--- src/rtl/ecc_pkg.sv ---
// Shared SECDED definitions: codeword layout, scrubber state encoding and the
// check-bit equations used by both the write-back encoder and the decoder.
package ecc_pkg;

  localparam int DATA_WIDTH  = 32;
  localparam int CODE_WIDTH  = 39;
  localparam int HAM_WIDTH   = 6;
  localparam int CHK_LSB     = DATA_WIDTH;
  localparam int PARITY_BIT  = CODE_WIDTH - 1;

  // Layout: [31:0] data, [37:32] Hamming check bits, [38] overall parity.
  typedef logic [CODE_WIDTH-1:0] codeword_t;
  typedef logic [DATA_WIDTH-1:0] data_t;
  typedef logic [HAM_WIDTH-1:0]  syndrome_t;

  typedef enum logic [2:0] {
    ST_IDLE = 3'd0,
    ST_RD   = 3'd1,
    ST_WAIT = 3'd2,
    ST_CHK  = 3'd3,
    ST_WR   = 3'd4,
    ST_NEXT = 3'd5
  } scrub_state_e;

  // Hamming position of data bit k: the k-th non-power-of-two position >= 3.
  function automatic syndrome_t data_pos(input int k);
    int        cnt;
    syndrome_t pos;
    cnt = 0;
    pos = '0;
    for (int p = 3; p < CODE_WIDTH; p++) begin
      if ((p & (p - 1)) != 0) begin
        if (cnt == k) pos = HAM_WIDTH'(p);
        cnt++;
      end
    end
    return pos;
  endfunction

  function automatic syndrome_t calc_check(input data_t data);
    syndrome_t chk;
    syndrome_t pos;
    chk = '0;
    for (int k = 0; k < DATA_WIDTH; k++) begin
      pos = data_pos(k);
      for (int i = 0; i < HAM_WIDTH; i++) begin
        if (pos[i]) chk[i] = chk[i] ^ data[k];
      end
    end
    return chk;
  endfunction

  function automatic codeword_t encode(input data_t data);
    syndrome_t chk;
    chk = calc_check(data);
    return {^{chk, data}, chk, data};
  endfunction

endpackage

--- src/rtl/ecc_secded_dec.sv ---
// Combinational SECDED decoder: corrects any single-bit error and flags
// double-bit errors using the Hamming syndrome plus the overall parity bit.
module ecc_secded_dec
  import ecc_pkg::*;
(
  input  codeword_t code,
  output data_t     data,
  output logic      single_err,
  output logic      multi_err
);

  syndrome_t syn;
  logic      parity;

  always_comb begin
    syn        = calc_check(code[DATA_WIDTH-1:0]) ^ code[PARITY_BIT-1:CHK_LSB];
    parity     = ^code;
    data       = code[DATA_WIDTH-1:0];
    single_err = 1'b0;
    multi_err  = 1'b0;
    if (parity) begin
      // Zero or power-of-two syndrome: the flipped bit is a check/parity bit.
      if ((syn & (syn - 1'b1)) == '0) begin
        single_err = 1'b1;
      end else begin
        multi_err = 1'b1;
        for (int k = 0; k < DATA_WIDTH; k++) begin
          if (data_pos(k) == syn) begin
            data[k]    = ~code[k];
            single_err = 1'b1;
            multi_err  = 1'b0;
          end
        end
      end
    end else if (syn != '0) begin
      multi_err = 1'b1;
    end
  end

endmodule

--- src/rtl/ecc_mem_scrubber.sv ---
// Background SECDED memory scrubber: reads every word, writes back corrected
// words, counts errors. Optional automatic passes under ECC_SCRUB_AUTO_EN.
//
// Memory handshake: a request (mem_req with mem_we/mem_addr/mem_wdata) is held
// stable until the cycle mem_req & mem_gnt, where it completes; mem_gnt alone
// is ignored. Read data is accepted only on mem_rvalid while waiting for it.
module ecc_mem_scrubber
  import ecc_pkg::*;
#(
  parameter int DEPTH    = 1024,
  parameter int ADDR_W   = $clog2(DEPTH),
  parameter int CNT_W    = 16,
  parameter int INTERVAL = 65536
) (
  input  logic              clk,
  input  logic              rst_n,
  input  logic              start,
  output logic              busy,
  output logic              done,
  output logic              mem_req,
  output logic              mem_we,
  output logic [ADDR_W-1:0] mem_addr,
  output codeword_t         mem_wdata,
  input  logic              mem_gnt,
  input  logic              mem_rvalid,
  input  codeword_t         mem_rdata,
  output logic [CNT_W-1:0]  ce_count,
  output logic [CNT_W-1:0]  ue_count,
  output logic              ue_irq,
  output logic [ADDR_W-1:0] ue_addr,
  output scrub_state_e      dbg_state
);

  scrub_state_e      state, state_nxt;
  logic [ADDR_W-1:0] addr;
  codeword_t         rdata_q;
  codeword_t         wdata_q;
  data_t             corr_data;
  logic              single_err;
  logic              multi_err;
  logic              ue_seen;
  logic              done_q;
  logic              ue_irq_q;
  logic              auto_trig;
  logic              begin_pass;
  logic              last_addr;

  ecc_secded_dec u_dec (
    .code       (rdata_q),
    .data       (corr_data),
    .single_err (single_err),
    .multi_err  (multi_err)
  );

`ifdef ECC_SCRUB_AUTO_EN
  localparam int TMR_W = $clog2(INTERVAL + 1);
  logic [TMR_W-1:0] timer;

  // Held at INTERVAL outside IDLE so it starts fresh each time IDLE is entered.
  always_ff @(posedge clk or negedge rst_n) begin
    if (!rst_n) begin
      timer <= TMR_W'(INTERVAL);
    end else if (state != ST_IDLE || start) begin
      timer <= TMR_W'(INTERVAL);
    end else if (timer != '0) begin
      timer <= timer - 1'b1;
    end
  end

  assign auto_trig = (state == ST_IDLE) && (timer == '0);
`else
  assign auto_trig = 1'b0;
`endif

  assign begin_pass = (state == ST_IDLE) && (start || auto_trig);
  assign last_addr  = (addr == ADDR_W'(DEPTH - 1));

  always_ff @(posedge clk or negedge rst_n) begin
    if (!rst_n) state <= ST_IDLE;
    else        state <= state_nxt;
  end

  always_comb begin
    state_nxt = state;
    mem_req   = 1'b0;
    mem_we    = 1'b0;
    case (state)
      ST_IDLE: if (begin_pass) state_nxt = ST_RD;
      ST_RD: begin
        mem_req = 1'b1;
        if (mem_gnt) state_nxt = ST_WAIT;
      end
      ST_WAIT: if (mem_rvalid) state_nxt = ST_CHK;
      ST_CHK:  state_nxt = single_err ? ST_WR : ST_NEXT;
      ST_WR: begin
        mem_req = 1'b1;
        mem_we  = 1'b1;
        if (mem_gnt) state_nxt = ST_NEXT;
      end
      ST_NEXT: state_nxt = last_addr ? ST_IDLE : ST_RD;
      default: state_nxt = ST_IDLE;
    endcase
  end

  always_ff @(posedge clk or negedge rst_n) begin
    if (!rst_n) begin
      addr     <= '0;
      rdata_q  <= '0;
      wdata_q  <= '0;
      ce_count <= '0;
      ue_count <= '0;
      ue_addr  <= '0;
      ue_seen  <= 1'b0;
      ue_irq_q <= 1'b0;
      done_q   <= 1'b0;
    end else begin
      ue_irq_q <= 1'b0;
      done_q   <= 1'b0;
      case (state)
        ST_IDLE: begin
          if (begin_pass) begin
            addr     <= '0;
            ce_count <= '0;
            ue_count <= '0;
            ue_addr  <= '0;
            ue_seen  <= 1'b0;
          end
        end
        ST_WAIT: if (mem_rvalid) rdata_q <= mem_rdata;
        ST_CHK: begin
          if (single_err) begin
            if (ce_count != '1) ce_count <= ce_count + 1'b1;
            wdata_q <= encode(corr_data);
          end else if (multi_err) begin
            if (ue_count != '1) ue_count <= ue_count + 1'b1;
            ue_irq_q <= 1'b1;
            if (!ue_seen) begin
              ue_addr <= addr;
              ue_seen <= 1'b1;
            end
          end
        end
        ST_NEXT: begin
          if (last_addr) done_q <= 1'b1;
          else           addr   <= addr + 1'b1;
        end
        default: ;
      endcase
    end
  end

  assign busy      = (state != ST_IDLE);
  assign done      = done_q;
  assign ue_irq    = ue_irq_q;
  assign mem_addr  = addr;
  assign mem_wdata = wdata_q;
  assign dbg_state = state;

endmodule

--- config.mk ---
export PLATFORM = sky130hd
export DESIGN_NAME = ecc_mem_scrubber
export DESIGN_NICKNAME = d
export VERILOG_FILES = /design/src/rtl/ecc_pkg.sv /design/src/rtl/ecc_secded_dec.sv /design/src/rtl/ecc_mem_scrubber.sv
export SDC_FILE = /design/constraint.sdc
export NUM_CORES = 1
export LEC_CHECK = 0
export CAP_MARGIN = 0
export CORE_ASPECT_RATIO = 1.4
export CORE_MARGIN = 3
export CORE_UTILIZATION = 45
export DETAILED_ROUTE_END_ITERATION = 10
export GPL_ROUTABILITY_DRIVEN = 0
export MAX_ROUTING_LAYER = met4
export PLACE_DENSITY = 0.7
export SYNTH_ARGS = -nofsm -noshare
export SYNTH_HDL_FRONTEND = slang
export SYNTH_HIERARCHICAL = 1
export SYNTH_SLANG_ARGS = --single-unit
export TNS_END_PERCENT = 20
--- constraint.sdc ---
create_clock -name clk -period 6.9 [get_ports clk]
set_input_delay 1.725 -clock clk [delete_from_list [all_inputs] [get_ports clk]]
set_output_delay 1.725 -clock clk [all_outputs]
set_load 0.01 [all_outputs]
==> results of run 1 <==
[worst min-delay path, cell delays in order, from the launching register on]
cell     delay (ps)
dfrtp_1         340
nand2_1          40
o21ai_0          60
[stage by stage]
| step | setup slack (ps) | std cells |
|---|---|---|
| floorplan | 2540 | 699 |
| global placement | 2040 | 1054 |
| detailed placement | 1930 | 1054 |
| CTS | 1930 | 1085 |
| global route | 1700 | 1085 |
| finish | 1920 | 1085 |
[logic make-up after synthesis]
| kind of cell | Yosys count |
|---|---|
| AO/OA/AOI/OAI | 41 |
| XOR/XNOR | 190 |
| adder cells (fa/ha/maj) | 3 |
| buffers and inverters | 28 |
| flip-flops | 136 |
| multiplexers | 75 |
| AND/OR/NAND/NOR | 226 |
[worst paths after layout]
| kind | slack (ps) | endpoint | startpoint | cells after the start |
|---|---|---|---|---|
| min in group asynchronous | 1290 | mem_wdata[26] | rst_n | 1 |
| setup reg to reg | 1920 | mem_wdata[38] | rdata_q[19] | 14 |
| setup / recovery | 1920 | mem_wdata[38] | rdata_q[19] | 14 |
| hold reg to reg | 480 | mem_wdata[35] | mem_wdata[35] | 2 |
| max in group asynchronous | 4220 | rdata_q[18] | rst_n | 2 |
| hold / removal | 480 | mem_wdata[35] | mem_wdata[35] | 2 |
[per-layer routing]
layer / track usage / vias up / share of wire
li1: - / 2649 / -
met3: 0.0533 / 39 / 0.057
met2: 0.394 / 182 / 0.54
met4: 0.0848 / 0 / 0.031
met5: - / - / 0
met1: 0.231 / 2791 / 0.38
[final cells by class]
class | count | area [sq um] | share of cell area
timing repair buffer | 146 | 1450 | 0.144
multi-input combinational | 535 | 4320 | 0.430
inverter | 5 | 18.8 | 0.00187
clock inverter | 11 | 125 | 0.0124
clock buffer | 20 | 447 | 0.0444
tap | 232 | 290 | 0.0289
sequential | 136 | 3400 | 0.338
[flip-flops by register name, indices dropped and copies added (netlist names)]
name,count
ce_count,16
dbg_state,3
done,1
mem_addr,10
mem_wdata,39
rdata_q,39
ue_addr,10
ue_count,16
ue_irq,1
ue_seen,1
[cell usage in the layout (no fill, tap or decap), drive strengths merged, types with 7 or more instances in the layout]
cell type and n:
a21oi 9, nor3b 8, nor2 47, nand4 12
nand3 32, dfrtp 136, clkdlybuf4s50 141, and4 7
mux2 73, nand2 68, and3 11, xor2 58
nand2b 8, clkbuf 20, xnor2 115, o21ai 22
xnor3 13
==> reports/metrics.yaml, run 1 <==
antenna_found_initial: 0
dr.pass1.iters: 5
fp.dieArea_sq_um: 19000
final_util: 0.596
clk_latency_ps: 410
cts_buffers: 17
die_height_um: 162
hpwlAfterDp_mm: 15.1
critPathBufInv: 0
ys_async_sr_fraction: 1.00
drt-initial-drc-count: 224
crit_required_ps: 7240
worst_slew_pin_slew_ps: 971
synth_area_leaders: "dfrtp_1 43%, xnor2_1 12%, mux2_2 10%"
clockBufferDepth: 2
synth_top_family_by_area: "XOR/XNOR gates"
synth.area.mux_share: 0.108
fillCellCount: 1462
track_usage: 0.218
drc: 0
synth_edf_count: 0
hold_path.class: "reg2reg"
ys_types: 53
period_needed_ps: 4980
post_dp_cell_area_sq_um: 9490
startpoint_type: "register"
coreArea_sq_um: 16900
ys_warn_count: 6
fin_crit_sh: 0.722
synthSimpleGateAreaFrac: 0.151
grt_max_degree: 71
initial_core_util: 0.464
post_drt_wl_per_cell_um: 18.4
synthAdderAreaFrac: 0.00479
cp_top_family: "XOR/XNOR gates"
synth.most_common_cell: "dfrtp_1"
post_cts_resized: 0
rows: 56
avgSynthCellArea_sq_um: 11.2
synthCells: 699
cp_max_fo: 9
cts_tree: "done"
grt_pass1_wl_mm: 31.9
skew_ps: 9.03
endpoint_kind: "register"
rsz0062_at_grt: "no"
die_x_um: 117
timing.hold.ws_ps: 476
synth_compound_area_frac: 0.0302
insertedDiodeCount: 0
synth_top_area_cell: "dfrtp_1"
postCtsSetupBuffers: 0
cp.arrival_ps: 5320
synth_xor_area_frac: 0.256
cts_hold_buffers: 0
syn_area_sq_um: 7830
routed_via_density: 5.22
slowest_delay_ps: 520
tns_ps: 0
clock-sinks: 136
areaGrowthSynthToFinish_pct: 28.4
ys.flop_type: "dfrtp_1"
clk_pin_slew_ps: 60
finalSetupViolations: 0
yosysSeqAreaShare: 0.435
hold_viol_final: 0
crit_chain: "xor2_1, xnor2_1, xnor2_2, xnor3_2, xor2_4, nor3_4, nand2_1, xnor2_1, xor2_2, xnor3_2, xor2_2, xor3_1, xnor3_1, o21ai_1"
final_cell_area_sq_um: 10100
drv_slew: 0
maxCapViolations: 0
vias: 5661
ys_seq_elements: 136
ant_nets: 0
fmax_mhz: 201
slew_headroom: 0.353
h-tree-depth: 4
synthTopCellsByCount: "136 x dfrtp_1, 110 x xnor2_1, 71 x mux2_2"
totalWireLength_mm: 19.9
layout.nets: 888
critPathKind: "reg2reg"
synth_top_area_frac: 0.435
port_buffers: 142
grt_overflow: 0
root_buffer: "clkbuf_16"
outcome: "finished clean"
ios: 143
layout-drive-gt1-share: 0.149
synth_fp_nets: 746
grt_pass1_vias: 6075
slowest_stage: "xnor3_2"
Power of run 1 is not shown: default switching activity piles up to over one toggle a cycle in this logic, so the estimate is an artifact.
==> inputs of run 2 (changes only) <==
Clock period 6.9 ns to 4.95 ns, I/O delays scaled along.
==> run 2 against run 1 <==
Effect of this change:
- utilization rose by 1.5 points
- design area rose by 2.5%
- final cell count rose by 1.1%
==> reports/metrics.yaml, run 2 (synthesized netlist as in run 1, its figures left out) <==
outcome: "finished clean"
maxCapViolations: 0
final_common_cell: "clkdlybuf4s50_1"
root_buffer: "clkbuf_16"
grt_overflow: 0
hpwlAfterDp_mm: 15.2
fin_crit_sh: 0.956
rows: 56
cts_hold_buffers: 0
rsz0062_at_grt: "no"
die_height_um: 162
cts_tree: "done"
endpoint_kind: "register"
tns_ps: 0
cts_buffers: 17
layout-drive-gt1-share: 0.172
cp.arrival_ps: 5070
crit_chain: "xnor3_1, xor2_1, xnor3_1, xor2_4, and2_1, nor2b_1, nand2_1, xnor2_1, xnor2_1, xnor2_1, xor3_1, xor3_1, xnor3_1, o21ai_1"
clockBufferDepth: 2
post_drt_wl_per_cell_um: 18.0
h-tree-depth: 4
crit_start: "rdata_q[10]"
cp_max_fo: 8
critPathKind: "reg2reg"
fmax_mhz: 211
fillCellCount: 1391
grt_max_degree: 100
finalSetupViolations: 0
slowest_stage: "xnor3_1"
ant_nets: 0
slew_headroom: 0.389
period_needed_ps: 4730
die_x_um: 117
final_cell_area_sq_um: 10300
layout.nets: 899
initial_core_util: 0.464
drv_slew: 0
totalWireLength_mm: 19.8
hold_viol_final: 0
vias: 5699
skew_ps: 10.7
fp.dieArea_sq_um: 19000
crit_required_ps: 5290
routed_via_density: 5.20
grt_pass1_wl_mm: 31.7
grt_pass1_vias: 6043
ios: 143
multi_input_area_sq_um: 4400
areaGrowthSynthToFinish_pct: 31.6
port_buffers: 142
clk_latency_ps: 420
r2r_start: "rdata_q[10]"
layout_common_cells: "141 x clkdlybuf4s50_1, 136 x dfrtp_1, 101 x xnor2_1, 71 x mux2_2, 68 x nand2_1"
insertedDiodeCount: 0
worst_slew_pin_slew_ps: 917
coreArea_sq_um: 16900
antenna_found_initial: 0
drt-initial-drc-count: 175
timing.hold.ws_ps: 480
slowest_delay_ps: 510
seqCellArea_sq_um: 3400
track_usage: 0.217
hold_path.class: "reg2reg"
post_dp_cell_area_sq_um: 9550
dr.pass1.iters: 4
worstHoldStart: "ue_seen"
startpoint_type: "register"
clock-sinks: 136
drc: 0
clk_pin_slew_ps: 60
==> run 2: cell types whose count changed in the layout (fill, tap and decap cells not counted), sizes merged <==
cell	before	now
inv	6	8
bufinv	2	5
clkinvlp	2	0
buf	5	16
clkbuf	20	19
clkinv	6	5
==> run 2: cell type report <==
cell class	count	area share
clock buffer	19	0.0430
clock inverter	13	0.0210
inverter	5	0.00182
multi-input combinational	535	0.427
sequential	136	0.330
tap	232	0.0282
timing repair buffer	157	0.149
==> run 2: metrics by stage <==
stage	utilization	worst slack, ps	std cells
final	0.610	218	1097
after global routing	0.610	7.83	1097
after CTS	0.605	90.8	1095
after detailed placement	0.566	111	1063
after global placement	0.566	212	1063
after floorplan	-	594	699
==> run 2: routing by layer <==
layer | track usage | routed length [um]
met1 | 0.226 | 7350
met2 | 0.389 | 10600
met3 | 0.0606 | 1180
met4 | 0.0848 | 620
met5 | - | 0
==> run 2: worst paths after layout <==
check,to,slack [ps],depth (start not counted)
min in group asynchronous,mem_wdata[37],920,1
worst min-delay path,ue_seen,480,1
max in group asynchronous,rdata_q[13],3020,2
worst max register to register,mem_wdata[38],220,14
worst max-delay path,mem_wdata[38],220,14
worst min register to register,ue_seen,480,1
==> run 2: what timing repair did <==
action                                 4_1_cts  5_1_grt
endpoints found under the hold margin        0        0
setup endpoints to repair                    0        1
setup buffers                                0        2
gates resized for setup                      0       10
==> run 2: worst max-delay path, delay by kind of cell, from the launching register on <==
family	cells	cell delay [ps]
and+or+nand+nor	3	610
xor gates and xnor gates	10	3460
DFF	1	480
AOI/OAI and AO/OA	1	120
Power of run 2 is left out for the same reason.
==> inputs of run 3 (changes only) <==
--- a/config.mk
+++ b/config.mk
@@ -11,7 +11,7 @@
 export CORE_UTILIZATION = 45
 export DETAILED_ROUTE_END_ITERATION = 10
+export DONT_BUFFER_PORTS = 1
 export GPL_ROUTABILITY_DRIVEN = 0
 export MAX_ROUTING_LAYER = met4
-export PLACE_DENSITY = 0.7
 export SYNTH_ARGS = -nofsm -noshare
 export SYNTH_HDL_FRONTEND = slang
==> constraint.sdc (replaced) <==
create_clock -name clk -period 4.95 [get_ports clk]
set_input_delay 1.2375 -clock clk [delete_from_list [all_inputs] [get_ports clk]]
set_output_delay 1.2375 -clock clk [all_outputs]
set_load 0.05 [all_outputs]
==> run 3 against run 2 <==
Effect of this change:
- global-route usage shrank 0.54 points
- non-clock buffer count shrank 139
- setup slack gained 0.99 ps
- utilization shrank 9.1 points
- final cell count shrank 12%
==> reports/metrics.yaml, run 3 (synthesized netlist as in run 1, its figures left out) <==
fp.dieArea_sq_um: 19000
slowest_delay_ps: 510
r2r_start: "rdata_q[4]"
slew_headroom: 0.272
h-tree-depth: 4
layout-drive-gt1-share: 0.201
areaGrowthSynthToFinish_pct: 12.0
finalSetupViolations: 0
crit_chain: "xnor3_1, xnor2_2, xnor2_2, xnor3_2, xor2_4, nor3_4, nand2_1, xnor2_1, xor2_2, xnor3_2, xor2_2, xor3_1, xnor3_1, o21ai_1"
layout_common_cells: "136 x dfrtp_1, 108 x xnor2_1, 71 x mux2_2, 68 x nand2_1, 52 x xor2_1"
place_ws_ps: 78.8
cts_buffers: 17
worst_slew_pin_slew_ps: 1100
port_buffers: 0
critPathKind: "reg2reg"
clk_latency_ps: 430
layout.cells.non_filler: 963
final_common_cell: "dfrtp_1"
critPathBufInv: 0
rr_worst_depth: 14
clock-sinks: 136
crit_cells: 14
root_buffer: "clkbuf_16"
routed_via_density: 5.34
vias: 5139
grt_pass1_vias: 5433
cp_max_fo: 9
fin_crit_sh: 0.956
period_needed_ps: 4730
maxCapViolations: 0
post_drt_wl_per_cell_um: 19.7
rsz0062_at_grt: "no"
layout.nets: 760
crit_path_end: "mem_wdata[38]"
skew_ps: 14.7
cp_top_family: "XOR/XNOR gates"
hold_path.class: "reg2reg"
coreArea_sq_um: 16900
grt_overflow: 0
slowest_stage: "xnor3_2"
clockBufferDepth: 2
die_height_um: 162
hpwlAfterDp_mm: 14.6
endpoint_kind: "register"
dp_cells: 926
totalWireLength_mm: 19.0
drv_slew: 0
drc: 0
reg2reg_slack_ps: 220
cts_tree: "done"
hold_viol_final: 0
rows: 56
initial_core_util: 0.464
drt-initial-drc-count: 126
grt_pass1_wl_mm: 30.3
antenna_found_initial: 5
cp.arrival_ps: 5070
track_usage: 0.211
timing.rr.end: "mem_wdata[38]"
crit_required_ps: 5290
dr.pass1.iters: 4
outcome: "finished clean"
startpoint_type: "register"
fmax_mhz: 211
setup_ws_ps: 219
fillCellCount: 1525
grt_max_degree: 137
die_x_um: 117
crit_start: "rdata_q[4]"
clk_pin_slew_ps: 60
tns_ps: 0
ios: 143
ant_nets: 0
-- run 3: changes by cell type in the layout (fill, tap and decap cells not counted), sizes merged --
cell | before | now
clkbuf | 19 | 18
clkdlybuf4s50 | 141 | 0
buf | 16 | 18
clkinv | 5 | 6
bufinv | 5 | 1
diode | 0 | 5
clkinvlp | 0 | 4
-- run 3: final cells by class --
| type | count | area, sq um | share of cell area |
|---|---|---|---|
| Clock buffer | 18 | 429 | 0.0489 |
| Multi-Input combinational cell | 535 | 4360 | 0.497 |
| Timing Repair Buffer | 18 | 135 | 0.0154 |
| Clock inverter | 14 | 124 | 0.0141 |
| Inverter | 5 | 18.8 | 0.00214 |
| Antenna cell | 5 | 12.5 | 0.00143 |
| Tap cell | 232 | 290 | 0.0331 |
| Sequential cell | 136 | 3400 | 0.388 |
-- run 3: how the worst min path moves through the flow --
stage,start,endpoint,slack (ps),depth (start not counted)
after floorplan,ue_seen,ue_seen,450,1
after global placement,ue_seen,ue_seen,460,1
after detailed placement,ue_seen,ue_seen,470,1
after CTS,rst_n,ue_addr[8],480,0
after global routing,rst_n,mem_wdata[35],490,0
final,ue_seen,ue_seen,480,1
-- run 3: through the flow --
stage           util  cell area, sq um  hold slack, ps
3_3_place_gp   0.484              8170             463
4_1_cts        0.517              8730             481
2_1_floorplan      -              7830             450
6_report       0.519              8770             478
5_1_grt        0.519              8770             490
3_5_place_dp   0.484              8170             467
-- run 3: timing repair --
item,4_1_cts,5_1_grt
endpoints found under the setup margin,0,1
hold buffers,0,0
setup buffers,0,0
resized for setup,0,4
-- run 3: per-layer routing --
metal	GRT usage	routed length [um]
met2	0.382	10500
met1	0.211	6720
met5	-	0
met4	0.0928	633
met3	0.0644	1110
Power of run 3 is left out for the same reason.
